[src/rtl/axil_master_rr_arbiter_if.sv]
// Bundle of client request/response signals and the m01 AXI4-Lite master channels.
// The master modport is the arbiter's view; slave is the environment's view.
interface axil_master_rr_arbiter_if #(
    parameter int unsigned num_clients_p = 2,
    parameter int unsigned addr_width_p  = 32,
    parameter int unsigned data_width_p  = 32
);
    localparam int unsigned N = num_clients_p;
    localparam int unsigned A = addr_width_p;
    localparam int unsigned D = data_width_p;

    logic [N-1:0]       req_v_i;
    logic [N-1:0]       req_ready_o;
    logic [N-1:0]       req_we_i;
    logic [N*A-1:0]     req_addr_i;
    logic [N*D-1:0]     req_data_i;
    logic [N*D/8-1:0]   req_wstrb_i;
    logic [N-1:0]       resp_v_o;
    logic [N-1:0]       resp_ready_i;
    logic [D-1:0]       resp_data_o;
    logic               resp_err_o;

    logic [A-1:0]       m01_axi_awaddr;
    logic [2:0]         m01_axi_awprot;
    logic               m01_axi_awvalid;
    logic               m01_axi_awready;
    logic [D-1:0]       m01_axi_wdata;
    logic [D/8-1:0]     m01_axi_wstrb;
    logic               m01_axi_wvalid;
    logic               m01_axi_wready;
    logic [1:0]         m01_axi_bresp;
    logic               m01_axi_bvalid;
    logic               m01_axi_bready;
    logic [A-1:0]       m01_axi_araddr;
    logic [2:0]         m01_axi_arprot;
    logic               m01_axi_arvalid;
    logic               m01_axi_arready;
    logic [D-1:0]       m01_axi_rdata;
    logic [1:0]         m01_axi_rresp;
    logic               m01_axi_rvalid;
    logic               m01_axi_rready;

    modport master (
        input  req_v_i, req_we_i, req_addr_i, req_data_i, req_wstrb_i, resp_ready_i,
        output req_ready_o, resp_v_o, resp_data_o, resp_err_o,
        output m01_axi_awaddr, m01_axi_awprot, m01_axi_awvalid,
        input  m01_axi_awready,
        output m01_axi_wdata, m01_axi_wstrb, m01_axi_wvalid,
        input  m01_axi_wready,
        input  m01_axi_bresp, m01_axi_bvalid,
        output m01_axi_bready,
        output m01_axi_araddr, m01_axi_arprot, m01_axi_arvalid,
        input  m01_axi_arready,
        input  m01_axi_rdata, m01_axi_rresp, m01_axi_rvalid,
        output m01_axi_rready
    );

    modport slave (
        output req_v_i, req_we_i, req_addr_i, req_data_i, req_wstrb_i, resp_ready_i,
        input  req_ready_o, resp_v_o, resp_data_o, resp_err_o,
        input  m01_axi_awaddr, m01_axi_awprot, m01_axi_awvalid,
        output m01_axi_awready,
        input  m01_axi_wdata, m01_axi_wstrb, m01_axi_wvalid,
        output m01_axi_wready,
        output m01_axi_bresp, m01_axi_bvalid,
        input  m01_axi_bready,
        input  m01_axi_araddr, m01_axi_arprot, m01_axi_arvalid,
        output m01_axi_arready,
        output m01_axi_rdata, m01_axi_rresp, m01_axi_rvalid,
        input  m01_axi_rready
    );
endinterface

[src/rtl/axil_master_rr_arbiter.sv]
// Round-robin arbiter sharing one AXI4-Lite master port among several requesters.
// One transaction in flight; the response is returned to the granted client before re-arbitration.
module axil_master_rr_arbiter #(
    parameter int unsigned num_clients_p = 2,
    parameter int unsigned addr_width_p  = 32,
    parameter int unsigned data_width_p  = 32
) (
    input  logic                    aclk,
    input  logic                    aresetn,
    axil_master_rr_arbiter_if.master bus
);
    localparam int unsigned N    = num_clients_p;
    localparam int unsigned A    = addr_width_p;
    localparam int unsigned D    = data_width_p;
    localparam int unsigned S    = D / 8;
    localparam int unsigned IdxW = $clog2(num_clients_p);
    localparam int unsigned SumW = IdxW + 1;

    localparam logic [2:0] S_IDLE         = 3'd0;
    localparam logic [2:0] S_WR_ADDR_DATA = 3'd1;
    localparam logic [2:0] S_WR_RESP      = 3'd2;
    localparam logic [2:0] S_RD_ADDR      = 3'd3;
    localparam logic [2:0] S_RD_DATA      = 3'd4;
    localparam logic [2:0] S_RESP         = 3'd5;

    logic [2:0]      r_state, w_state_d;
    logic [IdxW-1:0] r_ptr, w_ptr_d;
    logic [IdxW-1:0] r_grant, w_grant_d;
    logic [A-1:0]    r_addr, w_addr_d;
    logic [D-1:0]    r_wdata, w_wdata_d;
    logic [S-1:0]    r_wstrb, w_wstrb_d;
    logic [D-1:0]    r_resp_data, w_resp_data_d;
    logic            r_resp_err, w_resp_err_d;
    logic            r_aw_done, w_aw_done_d;
    logic            r_w_done, w_w_done_d;

    logic            w_found;
    logic [IdxW-1:0] w_winner;
    logic [SumW-1:0] w_sum;
    logic [N-1:0]    w_win_onehot;
    logic [N-1:0]    w_grant_onehot;
    logic            w_awvalid;
    logic            w_wvalid;
    logic            w_unused_resp;

    // Search upward from the pointer with wrap-around; the pointer never exceeds N-1.
    always_comb begin
        w_found  = 1'b0;
        w_winner = '0;
        w_sum    = '0;
        for (int k = 0; k < N; k++) begin
            w_sum = {1'b0, r_ptr} + SumW'(k);
            if (w_sum >= SumW'(N)) begin
                w_sum = w_sum - SumW'(N);
            end
            if (!w_found && bus.req_v_i[w_sum[IdxW-1:0]]) begin
                w_found  = 1'b1;
                w_winner = w_sum[IdxW-1:0];
            end
        end
    end

    assign w_win_onehot   = {{(N-1){1'b0}}, 1'b1} << w_winner;
    assign w_grant_onehot = {{(N-1){1'b0}}, 1'b1} << r_grant;

    assign w_awvalid = (r_state == S_WR_ADDR_DATA) && !r_aw_done;
    assign w_wvalid  = (r_state == S_WR_ADDR_DATA) && !r_w_done;

    always_comb begin
        w_state_d     = r_state;
        w_ptr_d       = r_ptr;
        w_grant_d     = r_grant;
        w_addr_d      = r_addr;
        w_wdata_d     = r_wdata;
        w_wstrb_d     = r_wstrb;
        w_resp_data_d = r_resp_data;
        w_resp_err_d  = r_resp_err;
        w_aw_done_d   = r_aw_done;
        w_w_done_d    = r_w_done;

        case (r_state)
            S_IDLE: begin
                if (w_found) begin
                    w_grant_d   = w_winner;
                    w_ptr_d     = (w_winner == IdxW'(N - 1)) ? '0 : w_winner + 1'b1;
                    w_addr_d    = bus.req_addr_i[w_winner*A +: A];
                    w_wdata_d   = bus.req_data_i[w_winner*D +: D];
                    w_wstrb_d   = bus.req_wstrb_i[w_winner*S +: S];
                    w_aw_done_d = 1'b0;
                    w_w_done_d  = 1'b0;
                    w_state_d   = bus.req_we_i[w_winner] ? S_WR_ADDR_DATA : S_RD_ADDR;
                end
            end
            S_WR_ADDR_DATA: begin
                w_aw_done_d = r_aw_done | (w_awvalid & bus.m01_axi_awready);
                w_w_done_d  = r_w_done | (w_wvalid & bus.m01_axi_wready);
                if (w_aw_done_d && w_w_done_d) begin
                    w_state_d = S_WR_RESP;
                end
            end
            S_WR_RESP: begin
                if (bus.m01_axi_bvalid) begin
                    w_resp_err_d  = bus.m01_axi_bresp[1];
                    w_resp_data_d = '0;
                    w_state_d     = S_RESP;
                end
            end
            S_RD_ADDR: begin
                if (bus.m01_axi_arready) begin
                    w_state_d = S_RD_DATA;
                end
            end
            S_RD_DATA: begin
                if (bus.m01_axi_rvalid) begin
                    w_resp_data_d = bus.m01_axi_rdata;
                    w_resp_err_d  = bus.m01_axi_rresp[1];
                    w_state_d     = S_RESP;
                end
            end
            S_RESP: begin
                if (bus.resp_ready_i[r_grant]) begin
                    w_state_d = S_IDLE;
                end
            end
            default: w_state_d = S_IDLE;
        endcase
    end

    always_ff @(posedge aclk or negedge aresetn) begin
        if (!aresetn) begin
            r_state     <= S_IDLE;
            r_ptr       <= '0;
            r_grant     <= '0;
            r_addr      <= '0;
            r_wdata     <= '0;
            r_wstrb     <= '0;
            r_resp_data <= '0;
            r_resp_err  <= 1'b0;
            r_aw_done   <= 1'b0;
            r_w_done    <= 1'b0;
        end else begin
            r_state     <= w_state_d;
            r_ptr       <= w_ptr_d;
            r_grant     <= w_grant_d;
            r_addr      <= w_addr_d;
            r_wdata     <= w_wdata_d;
            r_wstrb     <= w_wstrb_d;
            r_resp_data <= w_resp_data_d;
            r_resp_err  <= w_resp_err_d;
            r_aw_done   <= w_aw_done_d;
            r_w_done    <= w_w_done_d;
        end
    end

    // Gated by aresetn so a request held through reset is not acknowledged.
    assign bus.req_ready_o = (aresetn && r_state == S_IDLE && w_found) ? w_win_onehot : '0;
    assign bus.resp_v_o    = (r_state == S_RESP) ? w_grant_onehot : '0;
    assign bus.resp_data_o = r_resp_data;
    assign bus.resp_err_o  = r_resp_err;

    assign bus.m01_axi_awaddr  = r_addr;
    assign bus.m01_axi_awprot  = 3'b000;
    assign bus.m01_axi_awvalid = w_awvalid;
    assign bus.m01_axi_wdata   = r_wdata;
    assign bus.m01_axi_wstrb   = r_wstrb;
    assign bus.m01_axi_wvalid  = w_wvalid;
    assign bus.m01_axi_bready  = (r_state == S_WR_RESP);
    assign bus.m01_axi_araddr  = r_addr;
    assign bus.m01_axi_arprot  = 3'b000;
    assign bus.m01_axi_arvalid = (r_state == S_RD_ADDR);
    assign bus.m01_axi_rready  = (r_state == S_RD_DATA);

    assign w_unused_resp = ^{bus.m01_axi_bresp[0], bus.m01_axi_rresp[0]};
endmodule

[src/flat_wrapper.sv]
// flat-port wrapper written by rule: the top's interface ports become plain ports
module axil_master_rr_arbiter_flat 
#(
    parameter int unsigned num_clients_p = 2,
    parameter int unsigned addr_width_p  = 32,
    parameter int unsigned data_width_p  = 32
)
  (aclk, aresetn, bus_req_v_i, bus_req_we_i, bus_req_addr_i, bus_req_data_i, bus_req_wstrb_i, bus_resp_ready_i, bus_req_ready_o, bus_resp_v_o, bus_resp_data_o, bus_resp_err_o, bus_m01_axi_awaddr, bus_m01_axi_awprot, bus_m01_axi_awvalid, bus_m01_axi_awready, bus_m01_axi_wdata, bus_m01_axi_wstrb, bus_m01_axi_wvalid, bus_m01_axi_wready, bus_m01_axi_bresp, bus_m01_axi_bvalid, bus_m01_axi_bready, bus_m01_axi_araddr, bus_m01_axi_arprot, bus_m01_axi_arvalid, bus_m01_axi_arready, bus_m01_axi_rdata, bus_m01_axi_rresp, bus_m01_axi_rvalid, bus_m01_axi_rready);
  axil_master_rr_arbiter_if #(.num_clients_p(num_clients_p), .addr_width_p(addr_width_p), .data_width_p(data_width_p)) bus_i ();
  input  logic aclk;
  input  logic aresetn;
  input wire logic [$bits(bus_i.req_v_i)-1:0] bus_req_v_i;
  input wire logic [$bits(bus_i.req_we_i)-1:0] bus_req_we_i;
  input wire logic [$bits(bus_i.req_addr_i)-1:0] bus_req_addr_i;
  input wire logic [$bits(bus_i.req_data_i)-1:0] bus_req_data_i;
  input wire logic [$bits(bus_i.req_wstrb_i)-1:0] bus_req_wstrb_i;
  input wire logic [$bits(bus_i.resp_ready_i)-1:0] bus_resp_ready_i;
  output wire logic [$bits(bus_i.req_ready_o)-1:0] bus_req_ready_o;
  output wire logic [$bits(bus_i.resp_v_o)-1:0] bus_resp_v_o;
  output wire logic [$bits(bus_i.resp_data_o)-1:0] bus_resp_data_o;
  output wire logic [$bits(bus_i.resp_err_o)-1:0] bus_resp_err_o;
  output wire logic [$bits(bus_i.m01_axi_awaddr)-1:0] bus_m01_axi_awaddr;
  output wire logic [$bits(bus_i.m01_axi_awprot)-1:0] bus_m01_axi_awprot;
  output wire logic [$bits(bus_i.m01_axi_awvalid)-1:0] bus_m01_axi_awvalid;
  input wire logic [$bits(bus_i.m01_axi_awready)-1:0] bus_m01_axi_awready;
  output wire logic [$bits(bus_i.m01_axi_wdata)-1:0] bus_m01_axi_wdata;
  output wire logic [$bits(bus_i.m01_axi_wstrb)-1:0] bus_m01_axi_wstrb;
  output wire logic [$bits(bus_i.m01_axi_wvalid)-1:0] bus_m01_axi_wvalid;
  input wire logic [$bits(bus_i.m01_axi_wready)-1:0] bus_m01_axi_wready;
  input wire logic [$bits(bus_i.m01_axi_bresp)-1:0] bus_m01_axi_bresp;
  input wire logic [$bits(bus_i.m01_axi_bvalid)-1:0] bus_m01_axi_bvalid;
  output wire logic [$bits(bus_i.m01_axi_bready)-1:0] bus_m01_axi_bready;
  output wire logic [$bits(bus_i.m01_axi_araddr)-1:0] bus_m01_axi_araddr;
  output wire logic [$bits(bus_i.m01_axi_arprot)-1:0] bus_m01_axi_arprot;
  output wire logic [$bits(bus_i.m01_axi_arvalid)-1:0] bus_m01_axi_arvalid;
  input wire logic [$bits(bus_i.m01_axi_arready)-1:0] bus_m01_axi_arready;
  input wire logic [$bits(bus_i.m01_axi_rdata)-1:0] bus_m01_axi_rdata;
  input wire logic [$bits(bus_i.m01_axi_rresp)-1:0] bus_m01_axi_rresp;
  input wire logic [$bits(bus_i.m01_axi_rvalid)-1:0] bus_m01_axi_rvalid;
  output wire logic [$bits(bus_i.m01_axi_rready)-1:0] bus_m01_axi_rready;
  assign bus_i.req_v_i = bus_req_v_i;
  assign bus_i.req_we_i = bus_req_we_i;
  assign bus_i.req_addr_i = bus_req_addr_i;
  assign bus_i.req_data_i = bus_req_data_i;
  assign bus_i.req_wstrb_i = bus_req_wstrb_i;
  assign bus_i.resp_ready_i = bus_resp_ready_i;
  assign bus_req_ready_o = bus_i.req_ready_o;
  assign bus_resp_v_o = bus_i.resp_v_o;
  assign bus_resp_data_o = bus_i.resp_data_o;
  assign bus_resp_err_o = bus_i.resp_err_o;
  assign bus_m01_axi_awaddr = bus_i.m01_axi_awaddr;
  assign bus_m01_axi_awprot = bus_i.m01_axi_awprot;
  assign bus_m01_axi_awvalid = bus_i.m01_axi_awvalid;
  assign bus_i.m01_axi_awready = bus_m01_axi_awready;
  assign bus_m01_axi_wdata = bus_i.m01_axi_wdata;
  assign bus_m01_axi_wstrb = bus_i.m01_axi_wstrb;
  assign bus_m01_axi_wvalid = bus_i.m01_axi_wvalid;
  assign bus_i.m01_axi_wready = bus_m01_axi_wready;
  assign bus_i.m01_axi_bresp = bus_m01_axi_bresp;
  assign bus_i.m01_axi_bvalid = bus_m01_axi_bvalid;
  assign bus_m01_axi_bready = bus_i.m01_axi_bready;
  assign bus_m01_axi_araddr = bus_i.m01_axi_araddr;
  assign bus_m01_axi_arprot = bus_i.m01_axi_arprot;
  assign bus_m01_axi_arvalid = bus_i.m01_axi_arvalid;
  assign bus_i.m01_axi_arready = bus_m01_axi_arready;
  assign bus_i.m01_axi_rdata = bus_m01_axi_rdata;
  assign bus_i.m01_axi_rresp = bus_m01_axi_rresp;
  assign bus_i.m01_axi_rvalid = bus_m01_axi_rvalid;
  assign bus_m01_axi_rready = bus_i.m01_axi_rready;
  axil_master_rr_arbiter #(.num_clients_p(num_clients_p), .addr_width_p(addr_width_p), .data_width_p(data_width_p)) u_core (.aclk(aclk), .aresetn(aresetn), .bus(bus_i));
endmodule
[config.mk]
export PLATFORM = sky130hd
export DESIGN_NAME = axil_master_rr_arbiter_flat
export DESIGN_NICKNAME = d
export VERILOG_FILES = /design/src/rtl/axil_master_rr_arbiter_if.sv /design/src/rtl/axil_master_rr_arbiter.sv /design/src/flat_wrapper.sv
export SDC_FILE = /design/constraint.sdc
export NUM_CORES = 1
export LEC_CHECK = 0
export ABC_AREA = 1
export CAP_MARGIN = 10
export CORE_ASPECT_RATIO = 0.6
export CORE_UTILIZATION = 38
export DETAILED_ROUTE_END_ITERATION = 10
export PLACE_DENSITY = 0.93
export SLEW_MARGIN = 25
export SYNTH_ARGS = -nofsm -noshare
export SYNTH_HDL_FRONTEND = slang
export SYNTH_SLANG_ARGS = --single-unit
[constraint.sdc]
create_clock -name aclk -period 2.1 [get_ports aclk]
set_input_delay 0.63 -clock aclk [delete_from_list [all_inputs] [get_ports aclk]]
set_output_delay 0.63 -clock aclk [all_outputs]
set_load 0.05 [all_outputs]
After elaboration in Yosys (flattened, before gate mapping)
Cells that the tools add are included.

storage, ports and cells
  register bits = 108
  output and inout port bits = 148
  logic and storage cells = 90

cells by class
  add/sub/neg operators = 4
  $lt $le $gt $ge = 6
  equal/unequal tests = 11
  shifts and indexed selects = 5
  muxes and demuxes = 34
  bitwise logic cells = 4
  reduce and logical (&&, ||, !) cells = 16

operator list
  operator                                                                      number
  64-bit by 7-bit variable part select with 32-bit output                       2
  32-bit two-way mux                                                            2
  32-bit case mux with 2 select lines                                           1
  1-bit two-way mux                                                             18
  3-bit two-way mux                                                             6
  3-bit case mux with 6 select lines                                            1
  1-bit by 2-bit less-than comparator with 1-bit output, second input constant  4
  8-bit by 4-bit variable part select with 4-bit output                         1
  3-bit by 2-bit equality test with 1-bit output, second input constant         2
  3-bit equality test, second input constant                                    2
  1-bit logical AND                                                             6
  2-bit two-way mux                                                             3
  2-bit by 1-bit inequality test with 1-bit output, second input constant       3
  2-bit inequality test, second input constant                                  3
  1-bit case mux with 2 select lines                                            3
  6-bit AND reduction                                                           1
  2-bit AND reduction                                                           2
  2-bit nonzero test                                                            2
  1-bit by 1-bit left shift with 2-bit output, first input constant             2
  3-bit by 1-bit equality test with 1-bit output, second input constant         1
  1-bit zero test                                                               3
  3-bit zero test                                                               1
  3-bit AND reduction                                                           1
  1-bit by 1-bit adder with 2-bit output, second input constant                 1
  other kinds (6)                                                               9

Logic depth before layout (Yosys ltp)
  depth after elaboration = 13
  gate-level depth with buffers = 9
  depth with buffers taken out = 8

Least setup slack after synthesis
No wires, ideal clock.

  path kind = input to output
  start point = input bus_req_v_i[1]
  end point = output bus_req_ready_o[0]
  arrival time = 1.951 ns
  required time = 1.470 ns
  path slack = -0.481 ns
  stages on the path = 5
  path buffers = 2
  path through = buf_2 -> nand2_1 -> clkbuf_1 -> nand2_1 -> nor2_1

between the ends
  cells in the longest elaborated chain, start to end = 8
  elaborated cells on any way between the ends = 13

ends and longest elaborated chain
  item                                                                              line                                                         source
  from (decl)                                                                       flat_wrapper.sv:12                                           input wire logic [$bits(bus_i.req_v_i)-1:0] bus_req_v_i;
  1-bit two-way mux (not written as such) (2 in a row)                              axil_master_rr_arbiter.sv:56                                 if (!w_found && bus.req_v_i[w_sum[IdxW-1:0]]) begin
  1-bit two-way mux                                                                 axil_master_rr_arbiter.sv:56
  1-bit zero test                                                                   axil_master_rr_arbiter.sv:56
  1-bit logical AND                                                                 axil_master_rr_arbiter.sv:56
  1-bit two-way mux                                                                 axil_master_rr_arbiter.sv:56
  1-bit by 1-bit left shift with 2-bit output or 1-bit logical AND (tied branches)  axil_master_rr_arbiter.sv:63, axil_master_rr_arbiter.sv:156
  2-bit two-way mux (*)                                                             axil_master_rr_arbiter.sv:156                                assign bus.req_ready_o = (aresetn && r_state == S_IDLE && w_found) ? w_win_onehot : '0;
  to (decl)                                                                         flat_wrapper.sv:18                                           output wire logic [$bits(bus_i.req_ready_o)-1:0] bus_req_ready_o;

Every way passes the cells marked *; elsewhere a longest branch is shown, timed or not. The select of a mux whose other input is x is not followed.

Worst setup path in the final report
  start point = register u_core.r_state[1]
  end point = output bus_req_ready_o[1]

between the ends
  cells in the longest elaborated chain, start to end = 4

ends and longest elaborated chain
  item                            line                           source
  from (decl)                     axil_master_rr_arbiter.sv:26   logic [2:0] r_state, w_state_d;
  from (signal assigned)          axil_master_rr_arbiter.sv:142  r_state <= w_state_d;
  3-bit zero test                 axil_master_rr_arbiter.sv:156
  1-bit logical AND (2 in a row)  axil_master_rr_arbiter.sv:156
  2-bit two-way mux               axil_master_rr_arbiter.sv:156

No other way between the ends.

==> qor.yml <==
run_status: "finished with violations"
violations: "setup timing"
clock_sinks: 108
multi_input_area_sq_um: 2260
cp-end-kind: "output pin"
start_kind: "flip-flop"
final-max-slew-violation-count: 0
max-slew-margin-rel_pct: 48.5
avgRoutedWirePerCell_um: 17.3
fp.dieArea_sq_um: 15100
rows: 33
path_cells: "nor2_8 > nand2_4 > nor2_4 > nand3_4 > nor2_4 > buf_12"
cp_slowest_stage_delay_ns: 0.46
drive_gt1_share_pct: 23.4
utilization_pct: 64.2
first_global_vias: 5726
grtUsageTotal_pct: 25.1
grt_overflow: 0
cts_tree: "built"
grt_max_degree: 109
crit_type: "flip-flop to output pin"
synth_top_family_by_area: "simple AND/OR/NAND/NOR gates"
grt_pass1_wl_um: 29300
instances_no_fill: 1144
clk_latency_ns: 0.35
synthXorXnorAreaFrac_pct: 0
initial_utilization_pct: 39.8
synth-simple-area-share_pct: 35.5
dp_hpwl_um: 14000
vdd_drop_max_uv: 1030
timing.final.crit_share_pct: 103
whs_ns: 0.342
ys_ff_latch: 108
io_buffers: 324
ios: 333
drc: 0
cts_buffer_depth: 2
viasPerCell: 5.32
antenna_found_initial: 1
drt_pre_antenna_iters: 5
final_nets: 1132
cpMostUsedCell: "nor2_4"
crit_start: "u_core.r_state[1]$_DFFE_PN0P_"
globalplace.congestion: 0.818
clkTransAtPathRegs_ns: 0.08
post-place-cells: 1116
p_per_area_nw_per_um2: 1820
crit_required_ns: 1.47
synthMuxAreaShare_pct: 0
ys_seq_area_share_pct: 48.8
place_ws_ns: -0.344
drt-initial-drc-count: 428
synth_compound_area_share_pct: 3.21
register_area_sq_um: 2710
core_area_sq_um: 13900
worst_slew_pin_slew_ns: 0.772
mappedNetlistArea_sq_um: 5530
cp_slowest_cell: "dfrtp_2"
max_cap_viol_count: 0
crit_fanout: 4
numCtsBuffers: 9
syn_to_final_growth_pct: 61.5
async_flop_share_pct: 100
htree_levels: 3
nFillCells: 1074
ys.flop_type: "dfrtp_1"
grt_setup_unrepaired: "true"
r2r_start: "u_core.r_state[1]$_DFFE_PN0P_"
cp.arrival_ns: 1.53
hold_viol_final: 0
routed_wl_um: 19800
synthAdderAreaFrac_pct: 0
synth.distinct_cells: 23
period_needed_ns: 2.16
vias: 6081
hp-class: "primary input to async pin"
synthCells: 668
clock-root-buffer: "clkbuf_16"
max_freq_mhz: 463
layout_setup_ws_ns: -0.0618
syn_area_per_cell_sq_um: 8.28
fp.dieH_um: 95.5
fin_worst_skew_ns: 0.00694
power_uw: 16300
postRouteAntennaNets: 0
ys_warn_count: 0
synth_edf_count: 0
p_leak_uw: 0.00435
die_x_um: 158
setup_violations: 2
==> where the power goes <==
part	internal (uW)	leakage, uW	switching, uW
clock	815	0.000130	812
combinational	3340	0.00284	7540
sequential	3080	0.00138	713
==> repair_timing <==
action	CTS	global route
endpoints found under the setup margin	7	10
setup buffers	12	1
gates resized for setup	13	14
hold buffers	0	0
pin swaps	7	3
==> Yosys cell counts, types with 4 or more instances <==
| master | count | area (sq um) |
|---|---|---|
| buf_4 | 55 | 413 |
| clkbuf_1 | 23 | 86.3 |
| nand2_1 | 130 | 488 |
| inv_2 | 4 | 15.0 |
| dfrtp_1 | 108 | 2700 |
| buf_2 | 16 | 80.1 |
| inv_1 | 19 | 71.3 |
| nor2_1 | 12 | 45.0 |
| o21ai_0 | 30 | 150 |
| nand4_1 | 70 | 438 |
| o21ai_1 | 4 | 20.0 |
| nand3_1 | 184 | 921 |
==> sequential cells by signal (all words and copies together), names as in the netlist <==
| signal | cells |
|---|---|
| u_core.bus.m01_axi_araddr | 32 |
| u_core.bus.m01_axi_wdata | 32 |
| u_core.bus.m01_axi_wstrb | 4 |
| u_core.bus.resp_data_o | 32 |
| u_core.bus.resp_err_o | 1 |
| u_core.r_aw_done | 1 |
| u_core.r_grant | 1 |
| u_core.r_ptr | 1 |
| u_core.r_state | 3 |
| u_core.r_w_done | 1 |
==> layout make-up <==
type,instances,area share [%]
tap,192,2.69
multi-input combinational,445,25.3
antenna,1,0.0280
sequential,108,30.3
timing repair buffer,360,37.7
clock inverter,6,0.546
clock buffer,9,2.52
inverter,23,0.994
==> layout by cell type (no fill, tap or decap), drive strengths merged <==
master and count:
dfrtp 108, nand3 184, diode 1, nor3 1
clkbuf 9, clkinv 1, nand4 70, buf 177
inv 26, nand2 132, or2 1, conb 6
clkinvlp 2, o21ai 34, o211ai 1, clkdlybuf4s50 179
nor2 16, dlygate4sd2 4
==> per-stage QoR <==
step / area (sq um) / TNS (ns)
3_5_place_dp: 8500 / -22.66
3_3_place_gp: 8500 / -18.97
2_1_floorplan: 5590 / 0
4_1_cts: 8890 / -0.205
6_report: 8940 / -0.119
5_1_grt: 8940 / -0.430
==> worst max-delay path, delay by kind of cell (launching register included) <==
kind	cells	cell delay, ns
buffers and inverters	1	0.14
and+or+nand+nor	5	0.59
DFF	1	0.46
==> final timing paths <==
path,to,slack [ns],cells after the start
setup / recovery,bus_req_ready_o[1],-0.06,6
hold / removal,u_core.bus.m01_axi_araddr[0]$_DFFE_PN0P_,0.34,2
setup reg to reg,u_core.bus.m01_axi_araddr[3]$_DFFE_PN0P_,0.10,12
hold reg to reg,u_core.bus.resp_data_o[23]$_DFFE_PN0P_,0.50,2
max in group asynchronous,u_core.bus.m01_axi_wdata[22]$_DFFE_PN0P_,1.17,2
min in group aclk,u_core.bus.resp_data_o[23]$_DFFE_PN0P_,0.50,2
==> logic make-up (layout without fill, tap and decap cells) <==
kind of cell	after synthesis	count (layout)
AOI/OAI and AO/OA	35	35
other	1	7
DFF	108	108
buffers and inverters	120	398
and+or+nand+nor	404	404
==> routing by layer <==
metal  vias to the layer above  part of all wire [%]  GRT usage [%]
li1                       2814                     -              -
met4                         0                   1.5           6.80
met2                       267                    49           42.7
met1                      2977                    43           32.0
met5                         -                     0              0
met3                        23                   7.0           6.00
(Power assumes the default switching activity.)
